## src/rtl/axon_step_scheduler_if.sv

```systemverilog
// Downstream bus of the axon step scheduler: weight-memory read port plus the
// valid/ready delivery channel into the soma accumulator.
interface axon_step_scheduler_if #(
  parameter int AXON_CNT_BIT_WIDTH = 1,
  parameter int WEIGHT_WIDTH       = 16
);
  logic                          weight_rd_en;
  logic [AXON_CNT_BIT_WIDTH-1:0] weight_addr;
  logic [WEIGHT_WIDTH-1:0]       weight_rd_data;
  logic                          acc_valid;
  logic                          acc_ready;
  logic [WEIGHT_WIDTH-1:0]       acc_weight;
  logic [AXON_CNT_BIT_WIDTH-1:0] acc_axon_id;

  modport master (
    output weight_rd_en,
    output weight_addr,
    input  weight_rd_data,
    output acc_valid,
    input  acc_ready,
    output acc_weight,
    output acc_axon_id
  );

  modport slave (
    input  weight_rd_en,
    input  weight_addr,
    output weight_rd_data,
    input  acc_valid,
    output acc_ready,
    input  acc_weight,
    input  acc_axon_id
  );
endinterface

```

## src/rtl/axon_step_scheduler.sv

```systemverilog
// Sequences one synaptic-integration time step: snapshots the spike vector,
// fetches the weight of every spiking axon in ascending order and hands it on.
module axon_step_scheduler #(
  parameter int  AXON_CNT_BIT_WIDTH = 1,
  parameter int  WEIGHT_WIDTH       = 16,
  parameter int  MEM_LATENCY        = 1,
  parameter int  STEP_CNT_WIDTH     = 16,
  localparam int NUM_AXONS          = 1 << AXON_CNT_BIT_WIDTH
) (
  input  logic                      neuron_clk,
  input  logic                      rst_n,
  input  logic                      start,
  input  logic [NUM_AXONS-1:0]      spike,
  axon_step_scheduler_if.master     bus,
  output logic                      busy,
  output logic                      step_done,
  output logic [STEP_CNT_WIDTH-1:0] step_count,
  output logic                      overrun
);

  // Wide enough to hold the largest legal MEM_LATENCY of 4.
  localparam int LAT_W = 3;

  typedef enum logic [2:0] {
    S_IDLE,
    S_SCAN,
    S_READ,
    S_WAIT,
    S_ACC,
    S_DONE
  } state_t;

  state_t state, state_next;

  logic [NUM_AXONS-1:0]          pending;
  logic [AXON_CNT_BIT_WIDTH-1:0] axon_ptr;
  logic [LAT_W-1:0]              lat_cnt;
  logic [WEIGHT_WIDTH-1:0]       acc_weight_q;
  logic [AXON_CNT_BIT_WIDTH-1:0] acc_axon_id_q;
  logic [STEP_CNT_WIDTH-1:0]     step_count_q;
  logic                          overrun_q;

  logic last_axon;
  logic snap;
  logic ptr_inc;
  logic load_lat;
  logic capture;
  logic accept;
  logic count_step;

  assign last_axon = (axon_ptr == '1);

  // NOTE: every signal written here gets a default first, so no path can leave
  // one unassigned and infer a latch.
  always_comb begin
    state_next = state;
    snap       = 1'b0;
    ptr_inc    = 1'b0;
    load_lat   = 1'b0;
    capture    = 1'b0;
    accept     = 1'b0;
    count_step = 1'b0;
    unique case (state)
      S_IDLE: begin
        if (start) begin
          snap       = 1'b1;
          state_next = S_SCAN;
        end
      end
      S_SCAN: begin
        if (pending[axon_ptr]) begin
          state_next = S_READ;
        end else if (last_axon) begin
          state_next = S_DONE;
        end else begin
          ptr_inc = 1'b1;
        end
      end
      S_READ: begin
        load_lat   = 1'b1;
        state_next = S_WAIT;
      end
      S_WAIT: begin
        // The edge that takes the counter from 1 to 0 is the capture edge.
        if (lat_cnt == LAT_W'(1)) begin
          capture    = 1'b1;
          state_next = S_ACC;
        end
      end
      S_ACC: begin
        if (bus.acc_ready) begin
          accept = 1'b1;
          if (last_axon) begin
            state_next = S_DONE;
          end else begin
            ptr_inc    = 1'b1;
            state_next = S_SCAN;
          end
        end
      end
      S_DONE: begin
        count_step = 1'b1;
        state_next = S_IDLE;
      end
      default: state_next = S_IDLE;
    endcase
  end

  // NOTE: sequential state uses non-blocking assignments so every register
  // samples the pre-edge values of its neighbours.
  always_ff @(posedge neuron_clk or negedge rst_n) begin
    if (!rst_n) begin
      state <= S_IDLE;
    end else begin
      state <= state_next;
    end
  end

  always_ff @(posedge neuron_clk or negedge rst_n) begin
    if (!rst_n) begin
      pending  <= '0;
      axon_ptr <= '0;
    end else begin
      if (snap) begin
        pending  <= spike;
        axon_ptr <= '0;
      end else begin
        if (accept) begin
          pending[axon_ptr] <= 1'b0;
        end
        if (ptr_inc) begin
          axon_ptr <= axon_ptr + AXON_CNT_BIT_WIDTH'(1);
        end
      end
    end
  end

  always_ff @(posedge neuron_clk or negedge rst_n) begin
    if (!rst_n) begin
      lat_cnt <= '0;
    end else if (load_lat) begin
      lat_cnt <= LAT_W'(MEM_LATENCY);
    end else if (state == S_WAIT) begin
      lat_cnt <= lat_cnt - LAT_W'(1);
    end
  end

  // The delivered weight and id stay frozen while the accumulator stalls.
  always_ff @(posedge neuron_clk or negedge rst_n) begin
    if (!rst_n) begin
      acc_weight_q  <= '0;
      acc_axon_id_q <= '0;
    end else if (capture) begin
      acc_weight_q  <= bus.weight_rd_data;
      acc_axon_id_q <= axon_ptr;
    end
  end

  always_ff @(posedge neuron_clk or negedge rst_n) begin
    if (!rst_n) begin
      step_count_q <= '0;
      overrun_q    <= 1'b0;
    end else begin
      if (count_step) begin
        step_count_q <= step_count_q + STEP_CNT_WIDTH'(1);
      end
      // A start that finds the scheduler busy is dropped but remembered.
      if (start && (state != S_IDLE)) begin
        overrun_q <= 1'b1;
      end
    end
  end

  assign bus.weight_rd_en = (state == S_READ);
  assign bus.weight_addr  = axon_ptr;
  assign bus.acc_valid    = (state == S_ACC);
  assign bus.acc_weight   = acc_weight_q;
  assign bus.acc_axon_id  = acc_axon_id_q;

  assign busy       = (state != S_IDLE);
  assign step_done  = (state == S_DONE);
  assign step_count = step_count_q;
  assign overrun    = overrun_q;

endmodule

```

## src/flat_wrapper.sv

```systemverilog
// flat-port wrapper written by rule: the top's interface ports become plain ports
module axon_step_scheduler_flat 
#(
  parameter int  AXON_CNT_BIT_WIDTH = 1,
  parameter int  WEIGHT_WIDTH       = 16,
  parameter int  MEM_LATENCY        = 1,
  parameter int  STEP_CNT_WIDTH     = 16,
  localparam int NUM_AXONS          = 1 << AXON_CNT_BIT_WIDTH
)
  (neuron_clk, rst_n, start, spike, busy, step_done, step_count, overrun, bus_weight_rd_en, bus_weight_addr, bus_weight_rd_data, bus_acc_valid, bus_acc_ready, bus_acc_weight, bus_acc_axon_id);
  axon_step_scheduler_if #(.AXON_CNT_BIT_WIDTH(AXON_CNT_BIT_WIDTH), .WEIGHT_WIDTH(WEIGHT_WIDTH)) bus_i ();
  input  logic neuron_clk;
  input  logic rst_n;
  input  logic start;
  input  logic [NUM_AXONS-1:0] spike;
  output logic busy;
  output logic step_done;
  output logic [STEP_CNT_WIDTH-1:0] step_count;
  output logic overrun;
  output wire logic [$bits(bus_i.weight_rd_en)-1:0] bus_weight_rd_en;
  output wire logic [$bits(bus_i.weight_addr)-1:0] bus_weight_addr;
  input wire logic [$bits(bus_i.weight_rd_data)-1:0] bus_weight_rd_data;
  output wire logic [$bits(bus_i.acc_valid)-1:0] bus_acc_valid;
  input wire logic [$bits(bus_i.acc_ready)-1:0] bus_acc_ready;
  output wire logic [$bits(bus_i.acc_weight)-1:0] bus_acc_weight;
  output wire logic [$bits(bus_i.acc_axon_id)-1:0] bus_acc_axon_id;
  assign bus_weight_rd_en = bus_i.weight_rd_en;
  assign bus_weight_addr = bus_i.weight_addr;
  assign bus_i.weight_rd_data = bus_weight_rd_data;
  assign bus_acc_valid = bus_i.acc_valid;
  assign bus_i.acc_ready = bus_acc_ready;
  assign bus_acc_weight = bus_i.acc_weight;
  assign bus_acc_axon_id = bus_i.acc_axon_id;
  axon_step_scheduler #(.AXON_CNT_BIT_WIDTH(AXON_CNT_BIT_WIDTH), .WEIGHT_WIDTH(WEIGHT_WIDTH), .MEM_LATENCY(MEM_LATENCY), .STEP_CNT_WIDTH(STEP_CNT_WIDTH)) u_core (.neuron_clk(neuron_clk), .rst_n(rst_n), .start(start), .spike(spike), .bus(bus_i), .busy(busy), .step_done(step_done), .step_count(step_count), .overrun(overrun));
endmodule
```

## config.mk

```make
export PLATFORM = sky130hd
export DESIGN_NAME = axon_step_scheduler_flat
export DESIGN_NICKNAME = d
export VERILOG_FILES = /design/src/rtl/axon_step_scheduler_if.sv /design/src/rtl/axon_step_scheduler.sv /design/src/flat_wrapper.sv
export SDC_FILE = /design/constraint.sdc
export NUM_CORES = 1
export LEC_CHECK = 0
export ABC_CLOCK_PERIOD_IN_PS = 2700
export CORE_MARGIN = 2
export CORE_UTILIZATION = 31
export DETAILED_ROUTE_END_ITERATION = 7
export HOLD_SLACK_MARGIN = 0.12
export SLEW_MARGIN = 20
export SYNTH_ARGS = -nofsm -noshare
export SYNTH_HDL_FRONTEND = slang
export SYNTH_SLANG_ARGS = --single-unit
export TNS_END_PERCENT = 1
```

## constraint.sdc

```tcl
create_clock -name neuron_clk -period 2.7 [get_ports neuron_clk]
set_input_delay 0.81 -clock neuron_clk [delete_from_list [all_inputs] [get_ports neuron_clk]]
set_output_delay 0.81 -clock neuron_clk [all_outputs]
set_load 0.01 [all_outputs]
```

==> results.yml, run 1 <==
sta:
  max_freq_mhz: 386
  setup_viol: 0
  skew_ns: 0.00572
  period_share_pct: 96.0
  worst_pin_slew_ns: 0.527
  maxSlewViolCount: 0
  slew-limit-headroom_pct: 64.6
  tns_ns: 0
  finalCriticalPeriod_ns: 2.59
  final-hold-violation-count: 0
  hold_ws_ns: 0.467
  rsz0062_at_grt: "no"
floorplanning:
  coreArea_sq_um: 5960
  ioPinCount: 61
  dieArea_sq_um: 6850
  start_util_pct: 32.3
  die_y_microns: 82.7
  die_w_microns: 82.7
  num_rows: 28
pwr:
  ir_drop_mv: 0.492
  p_leak_nw: 1.20
  combPwrFrac_pct: 40.3
  switching_power_mw: 0.817
  switching_share_pct: 31.8
  p_int_mw: 1.75
  clock_power_share_pct: 19.0
  power.density_nw_per_um2: 936
  seq_power_share_pct: 40.7
grt:
  antenna_found_initial: 0
  grt_max_degree: 24
  grtUsageTotal_pct: 12.2
  overflow: 0
  grt_pass1_vias: 1415
  grt_pass1_wl_mm: 6.34
routing:
  drc: 0
  dr.pass1.iters: 3
  wl_mm: 3.76
  via_per_inst: 4.61
  drtIter0Drc: 43
  via_count: 1434
  wl_per_cell_microns: 12.1
  ant_nets: 0
logic_synthesis:
  synth_top_family_by_area: "simple AND/OR/NAND/NOR gates"
  synth_fa_ha_area_share_pct: 1.95
  avgSynthCellArea_sq_um: 11.4
  synthXorXnorAreaFrac_pct: 6.84
  synth.top_cells.by_area: "dfrtp_1 (56%), mux2_2 (10%), xnor2_1 (3.6%), xor2_1 (3.2%), nand2_1 (2.7%)"
  ys.warnings.count: 0
  yosysSeqAreaShare_pct: 56.0
  synth_cell_types: 32
  synth_ff_type: "dfrtp_1"
  syn_nets: 194
  netlist_area_sq_um: 1920
  synth_cells: 169
  muxShareOfSynthArea_pct: 10.5
  ys_ff_latch: 43
  synth-edff-count: 0
  synth-compound-area-share_pct: 5.86
  yosys.area_share.simple_pct: 15.8
  synth_top_area_share_pct: 56.0
  synth-async-reset-ratio_pct: 100
  yosysTopAreaCell: "dfrtp_1"
clocking:
  cts_tree: "yes"
  clk_latency_ns: 0.29
  hold_buffers: 0
  numCtsBuffers: 5
  clock_path_buffers: 2
  root_buffer: "clkbuf_8"
  ctsHtreeMaxLevel: 2
  clk_pin_slew_ns: 0.08
  cts.sinks: 43
critical_path:
  reg2reg_from: "u_core.state[0]$_DFFE_PN0P_"
  end_kind: "primary output"
  ff2ff_path_depth: 5
  worstSetupPathType: "reg -> out"
  arrival_ns: 1.78
  cp.required_ns: 1.89
  r2r_setup_slack_ns: 0.87
  rr_endpoint: "u_core.step_count[15]$_DFFE_PN0P_"
  cp_max_fo: 11
  cp-start-kind: "register"
  cp-startpoint: "u_core.state[2]$_DFFE_PN0P_"
  cp-endpoint: "busy"
flow_run:
  cap_violations: 0
finish:
  diodes: 0
  area_delta_synth_final_pct: 42.6
  num-nets-final: 260
  final_common_cell: "clkdlybuf4s50_1"
  drive_gt1_share_pct: 16.1
  final_cell_mix: "clkdlybuf4s50_1 (59), dfrtp_1 (42), mux2_2 (17)"
worst_hold_path:
  hold_class: "in -> async"
placed_design:
  place.gp.congestion: 0.807
  port_buffers: 60
  hpwl_mm: 2.85
outcome:
  status: "completed"
## synth_stat cells, types with 3 or more instances
cell / n
nand3b_1: 3
a21oi_1: 6
nand2_1: 14
xor2_1: 7
nor2_1: 12
ha_1: 3
xnor2_1: 8
o21ai_0: 8
dfrtp_1: 43
nor3_1: 4
inv_1: 10
buf_2: 3
nand3_1: 8
mux2_2: 17
## through the flow
step	instance area, sq um	power, mW	instances	utilization, %	setup WS (ns)
finish	2740	2.57	311	46.0	0.109
global route	2740	2.78	311	46.0	0.0321
CTS	2740	2.61	311	45.9	0.0936
detailed placement	2620	2.10	303	44.0	0.344
global placement	2620	2.08	303	44.0	0.375
floorplan	1920	1.57	169	-	0.818
## routing by layer
layer  track usage (%)  up-vias  share of wire (%)
met5                 0        -                  0
met4              4.43        0                1.5
met3              3.70        8                7.5
met2              18.3       43                 43
met1              16.6      674                 48
li1                  -      709                  -
## worst min path at each step
stage / start / to / slack (ns) / cells after the start
after global routing: u_core.overrun$_DFFE_PN0P_ / u_core.overrun$_DFFE_PN0P_ / 0.50 / 1
after floorplan: u_core.lat_cnt[1]$_DFFE_PN0P_ / u_core.lat_cnt[1]$_DFFE_PN0P_ / 0.45 / 2
after global placement: u_core.overrun$_DFFE_PN0P_ / u_core.overrun$_DFFE_PN0P_ / 0.46 / 1
after CTS: rst_n / u_core.bus.acc_weight[2]$_DFFE_PN0P_ / 0.48 / 1
final: rst_n / u_core.bus.acc_weight[2]$_DFFE_PN0P_ / 0.47 / 1
after detailed placement: u_core.overrun$_DFFE_PN0P_ / u_core.overrun$_DFFE_PN0P_ / 0.46 / 1
## logic make-up after synthesis
kind of cell    Yosys count
mux                      18
simple gates             56
fa+ha+maj                 3
compound gates           19
buf+inv                  15
flops                    43
xor+xnor                 15
## power by group through the flow
stage	Clock, mW	Sequential [mW]	Combinational (mW)
CTS	0.513	1.05	1.05
global placement	0	1.05	1.03
detailed placement	0	1.05	1.05
finish	0.488	1.04	1.03
global route	0.541	1.09	1.16
floorplan	0	1.09	0.485
## sequential cells by signal, summed over array words and instances (netlist names)
register and cells:
u_core.state 3, u_core.bus.acc_axon_id 1, u_core.bus.weight_addr 1, u_core.step_count 16, u_core.pending 2, u_core.lat_cnt 3
u_core.overrun 1, u_core.bus.acc_weight 16
## worst max-delay path, cell delays in order, from the launching register on
cell and delay [ns]:
dfrtp_1 0.50, or3_1 0.48, clkdlybuf4s50_1 0.51
## timing repair
action / in CTS / in global routing
resized for setup: 1 / 2
endpoints found under the setup margin: 1 / 1
setup buffers: 0 / 0
## final cells by class
cell class              instances  area (sq um)
inverters                      10          37.5
flip-flops and latches         43          1080
clock inverters                 3          43.8
multi-input cells             111           793
fillers                       559          3220
repair buffers                 64           626
clock buffers                   5          68.8
well taps                      75          93.8
(Power assumes the default switching activity.)
==> inputs of run 2 (changes only) <==
--- a/config.mk
+++ b/config.mk
@@ -7,11 +7,12 @@
 export LEC_CHECK = 0
 export ABC_CLOCK_PERIOD_IN_PS = 2700
 export CORE_MARGIN = 2
-export CORE_UTILIZATION = 31
+export CORE_UTILIZATION = 49
 export DETAILED_ROUTE_END_ITERATION = 7
 export HOLD_SLACK_MARGIN = 0.12
+export PLACE_DENSITY = 0.84
 export SLEW_MARGIN = 20
 export SYNTH_ARGS = -nofsm -noshare
 export SYNTH_HDL_FRONTEND = slang
 export SYNTH_SLANG_ARGS = --single-unit
-export TNS_END_PERCENT = 1
+export TNS_END_PERCENT = 10
==> run 2 against run 1 <==
Routed wire length is 0.85% lower. Combinational power hardly changed. Clock skew down 0.0024 ns. Sequential share of layout area rose by 0.54 points. Setup slack better by 0.0097 ns. Non-clock buffer count shrank 1. Largest cell class unchanged.
==> results.yml, run 2 (synthesis results as in run 1) <==
sta:
  worst_pin_slew_ns: 0.561
  maxSlewViolCount: 0
  finalWorstSetupSlack_ns: 0.119
  tns_ns: 0
  hold_ws_ns: 0.473
  slew-limit-headroom_pct: 62.6
  period_share_pct: 95.6
  max_freq_mhz: 387
  rsz0062_at_grt: "no"
  finalCriticalPeriod_ns: 2.58
  skew_ns: 0.00333
  final-hold-violation-count: 0
  setup_viol: 0
floorplanning:
  ioPinCount: 61
  start_util_pct: 51.7
  coreArea_sq_um: 3720
  die_w_microns: 66.6
  dieArea_sq_um: 4440
  die_y_microns: 66.6
  num_rows: 22
critical_path:
  cp-start-kind: "register"
  r2r_setup_slack_ns: 0.80
  slowest_stage: "dfrtp_1"
  cp_max_fo: 12
  critPathTopFamily: "flip-flops"
  worst-path-buf-inv: 1
  worstSetupPathType: "reg -> out"
  slowest_delay_ns: 0.52
  arrival_ns: 1.77
  cp.required_ns: 1.89
  reg2reg_from: "u_core.state[1]$_DFFE_PN0P_"
  crit_chain: "or3_1 -> clkdlybuf4s50_1"
  end_kind: "primary output"
  cp-startpoint: "u_core.state[0]$_DFFE_PN0P_"
routing:
  via_per_inst: 5.16
  via_count: 1460
  drc: 0
  ant_nets: 0
  dr.pass1.iters: 4
  wl_mm: 3.73
  drtIter0Drc: 81
  wl_per_cell_microns: 13.2
pwr:
  combPwrFrac_pct: 39.2
  clock_power_share_pct: 20.0
  switching_share_pct: 31.8
  seq_power_share_pct: 40.9
  p_leak_nw: 1.20
  ir_drop_mv: 0.839
  switching_power_mw: 0.819
  p_int_mw: 1.76
  power.density_nw_per_um2: 955
clocking:
  clk_pin_slew_ns: 0.08
  clock_path_buffers: 2
  numCtsBuffers: 5
  cts.sinks: 43
  root_buffer: "clkbuf_8"
  ctsHtreeMaxLevel: 2
  clk_latency_ns: 0.29
  cts_tree: "yes"
worst_hold_path:
  hold_class: "reg -> reg"
  hp-start: "u_core.step_count[15]$_DFFE_PN0P_"
placed_design:
  dp_slack_ns: 0.319
  port_buffers: 60
  dpl.cell_count: 275
  hpwl_mm: 2.66
  place.gp.congestion: 0.862
flow_run:
  cap_violations: 0
finish:
  num-nets-final: 259
  final_common_cell: "clkdlybuf4s50_1"
  post-route-util_pct: 72.7
  nFillCells: 262
  drive_gt1_share_pct: 14.9
  diodes: 0
  final_cell_mix: "clkdlybuf4s50_1 (59), dfrtp_1 (43), mux2_2 (17)"
  layoutNonFillerInstCount: 283
  area_delta_synth_final_pct: 40.5
grt:
  grt_pass1_wl_mm: 6.30
  grt_pass1_vias: 1405
  antenna_found_initial: 0
  grt_max_degree: 26
  overflow: 0
  grtUsageTotal_pct: 18.9
outcome:
  status: "completed"
## run 2: cell types whose count changed in the layout (fill, tap and decap cells not counted), sizes merged
cell,delta
clkbuf,+1
buf,-1
clkinv,-1
## run 2: metal layers
layer | routed length [microns] | GRT usage, %
met5 | 0 | 0
met4 | 58 | 6.89
met2 | 1620 | 29.3
met1 | 1740 | 24.8
met3 | 306 | 5.91
## run 2: path summary, 6_finish.rpt
kind | endpoint | cells past startpoint
min in group asynchronous | u_core.bus.weight_addr$_DFFE_PN0P_ | 1
worst min-delay path | u_core.step_count[15]$_DFFE_PN0P_ | 1
worst min register to register | u_core.step_count[15]$_DFFE_PN0P_ | 1
worst max-delay path | busy | 2
worst max register to register | u_core.step_count[15]$_DFFE_PN0P_ | 4
max in group asynchronous | u_core.bus.acc_weight[1]$_DFFE_PN0P_ | 2
## run 2: layout make-up
type	instances	area, sq um	share of cell area, %
Sequential cell	43	1080	39.9
Multi-Input combinational cell	111	791	29.3
Timing Repair Buffer	63	618	22.9
Clock buffer	6	82.6	3.06
Tap cell	48	60.1	2.22
Inverter	10	37.5	1.39
Clock inverter	2	35.0	1.30
## run 2: what timing repair did
action / CTS / global route
setup endpoints to repair: 0 / 1
buffers inserted: 0 / 0
hold buffers: 0 / 0
gates resized for setup: 0 / 1
## run 2: metrics by stage
step / power (mW) / instance area (sq um)
2_1_floorplan: 1.57 / 1920
3_3_place_gp: 2.05 / 2580
3_5_place_dp: 2.08 / 2580
4_1_cts: 2.60 / 2700
5_1_grt: 2.76 / 2700
6_report: 2.58 / 2700
## run 2: power by group through the flow
stage	sequential (mW)	clock, mW	combinational (mW)
floorplan	1.09	0	0.485
global placement	1.05	0	0.993
detailed placement	1.07	0	1.01
CTS	1.05	0.525	1.02
global route	1.09	0.559	1.11
finish	1.05	0.515	1.01
==> inputs of run 3 (changes only) <==
--- a/config.mk
+++ b/config.mk
@@ -6,7 +6,7 @@
 export NUM_CORES = 1
 export LEC_CHECK = 0
 export ABC_CLOCK_PERIOD_IN_PS = 2700
-export CORE_MARGIN = 2
+export CAP_MARGIN = 20
 export CORE_UTILIZATION = 49
 export DETAILED_ROUTE_END_ITERATION = 7
 export HOLD_SLACK_MARGIN = 0.12
==> run 3 against run 2 <==
Worst hold slack got worse by 0.0072 ns. Design area decreased by 1.2%. Sequential share of layout area increased by 0.49 points.
==> results.yml, run 3 (synthesis results as in run 1) <==
sta:
  finalCriticalPeriod_ns: 2.62
  tns_ns: 0
  max_freq_mhz: 382
  slew-limit-headroom_pct: 64.6
  final-hold-violation-count: 0
  worst_pin_slew_ns: 0.526
  finalWorstSetupSlack_ns: 0.0830
  rsz0062_at_grt: "no"
  setup_viol: 0
  maxSlewViolCount: 0
  skew_ns: 0.00285
  period_share_pct: 96.9
clocking:
  cts_tree: "yes"
  clk_latency_ns: 0.30
  cts_resized: 0
  clock_path_buffers: 2
  ctsHtreeMaxLevel: 2
  root_buffer: "clkbuf_8"
  numCtsBuffers: 5
  post_cts_buffers: 0
  hold_buffers: 0
  cts.sinks: 43
  clk_pin_slew_ns: 0.08
finish:
  post-route-util_pct: 71.8
  final_common_cell: "clkdlybuf4s50_1"
  nFillCells: 276
  final_cell_mix: "clkdlybuf4s50_1 (59), dfrtp_1 (43), mux2_2 (17)"
  num-nets-final: 258
  area_delta_synth_final_pct: 38.8
  regArea_sq_um: 1080
  design_area_sq_um: 2670
  diodes: 0
  drive_gt1_share_pct: 14.5
  multiInputGateArea_sq_um: 791
floorplanning:
  coreArea_sq_um: 3720
  dieArea_sq_um: 4180
  start_util_pct: 51.7
  ioPinCount: 61
  die_y_microns: 64.6
  num_rows: 22
  die_w_microns: 64.6
routing:
  drc: 0
  drtIter0Drc: 38
  via_per_inst: 5.11
  wl_mm: 3.62
  via_count: 1440
  wl_per_cell_microns: 12.8
  ant_nets: 0
  dr.pass1.iters: 4
critical_path:
  arrival_ns: 1.81
  cp-startpoint: "u_core.state[0]$_DFFE_PN0P_"
  worstSetupPathType: "reg -> out"
  cp-endpoint: "busy"
  end_kind: "primary output"
  ff2ff_path_depth: 4
  r2r_setup_slack_ns: 0.80
  reg2reg_from: "u_core.state[1]$_DFFE_PN0P_"
  cp_max_fo: 12
  rr_endpoint: "u_core.step_count[15]$_DFFE_PN0P_"
  cp-start-kind: "register"
  cp.required_ns: 1.89
pwr:
  power.density_nw_per_um2: 932
  switching_power_mw: 0.842
  p_leak_nw: 1.18
  combPwrFrac_pct: 40.8
  seq_power_share_pct: 42.3
  ir_drop_mv: 0.651
  switching_share_pct: 33.9
  p_int_mw: 1.64
  clock_power_share_pct: 16.9
grt:
  overflow: 0
  antenna_found_initial: 0
  grt_pass1_vias: 1421
  grtUsageTotal_pct: 19.7
  grt_pass1_wl_mm: 6.14
  grt_max_degree: 44
placed_design:
  place.gp.congestion: 0.886
  place_area_sq_um: 2570
  port_buffers: 60
  hpwl_mm: 2.58
  dp_slack_ns: 0.352
worst_hold_path:
  hold_class: "reg -> reg"
outcome:
  status: "completed"
flow_run:
  cap_violations: 0
run 3: how the worst min path moves through the flow:
stage / startpoint / endpoint / slack (ns) / cells after the start
5_1_grt: u_core.overrun$_DFFE_PN0P_ / u_core.overrun$_DFFE_PN0P_ / 0.48 / 1
3_3_place_gp: u_core.overrun$_DFFE_PN0P_ / u_core.overrun$_DFFE_PN0P_ / 0.46 / 1
4_1_cts: u_core.overrun$_DFFE_PN0P_ / u_core.overrun$_DFFE_PN0P_ / 0.47 / 1
3_5_place_dp: u_core.overrun$_DFFE_PN0P_ / u_core.overrun$_DFFE_PN0P_ / 0.45 / 1
2_1_floorplan: u_core.lat_cnt[1]$_DFFE_PN0P_ / u_core.lat_cnt[1]$_DFFE_PN0P_ / 0.45 / 2
6_report: u_core.overrun$_DFFE_PN0P_ / u_core.overrun$_DFFE_PN0P_ / 0.47 / 1
run 3: power groups by stage:
stage / clock network (mW) / registers [mW] / logic [mW]
CTS: 0.432 / 1.05 / 1.02
finish: 0.419 / 1.05 / 1.01
detailed placement: 0 / 1.06 / 1.01
global placement: 0 / 1.05 / 0.991
floorplan: 0 / 1.09 / 0.485
global route: 0.460 / 1.09 / 1.11
run 3: worst max-delay path, stage by stage, from the launching register on:
cell             delay (ns)
dfrtp_1                0.52
or3_1                  0.47
clkdlybuf4s50_1        0.51
run 3: area by class of cell:
type	instances	share of cell area [%]
repair buffers	62	22.9
clock inverters	3	0.891
clock buffers	5	2.58
flip-flops and latches	43	40.3
multi-input cells	111	29.6
well taps	48	2.25
inverters	10	1.41
run 3: per-layer routing:
metal | part of all wire (%) | global-route usage [%] | vias to the layer above | routed length, microns
met1 | 44 | 22.7 | 694 | 1590
met2 | 48 | 33.8 | 45 | 1740
li1 | - | - | 696 | -
met4 | 1.7 | 8.33 | 0 | 62
met5 | 0 | 0 | - | 0
met3 | 6.1 | 5.99 | 5 | 220
run 3: through the flow:
| step | power (mW) | std cells | hold WS (ns) |
|---|---|---|---|
| floorplan | 1.57 | 169 | 0.449 |
| global placement | 2.04 | 274 | 0.455 |
| detailed placement | 2.08 | 274 | 0.448 |
| CTS | 2.51 | 282 | 0.471 |
| global route | 2.66 | 282 | 0.477 |
| finish | 2.49 | 282 | 0.465 |
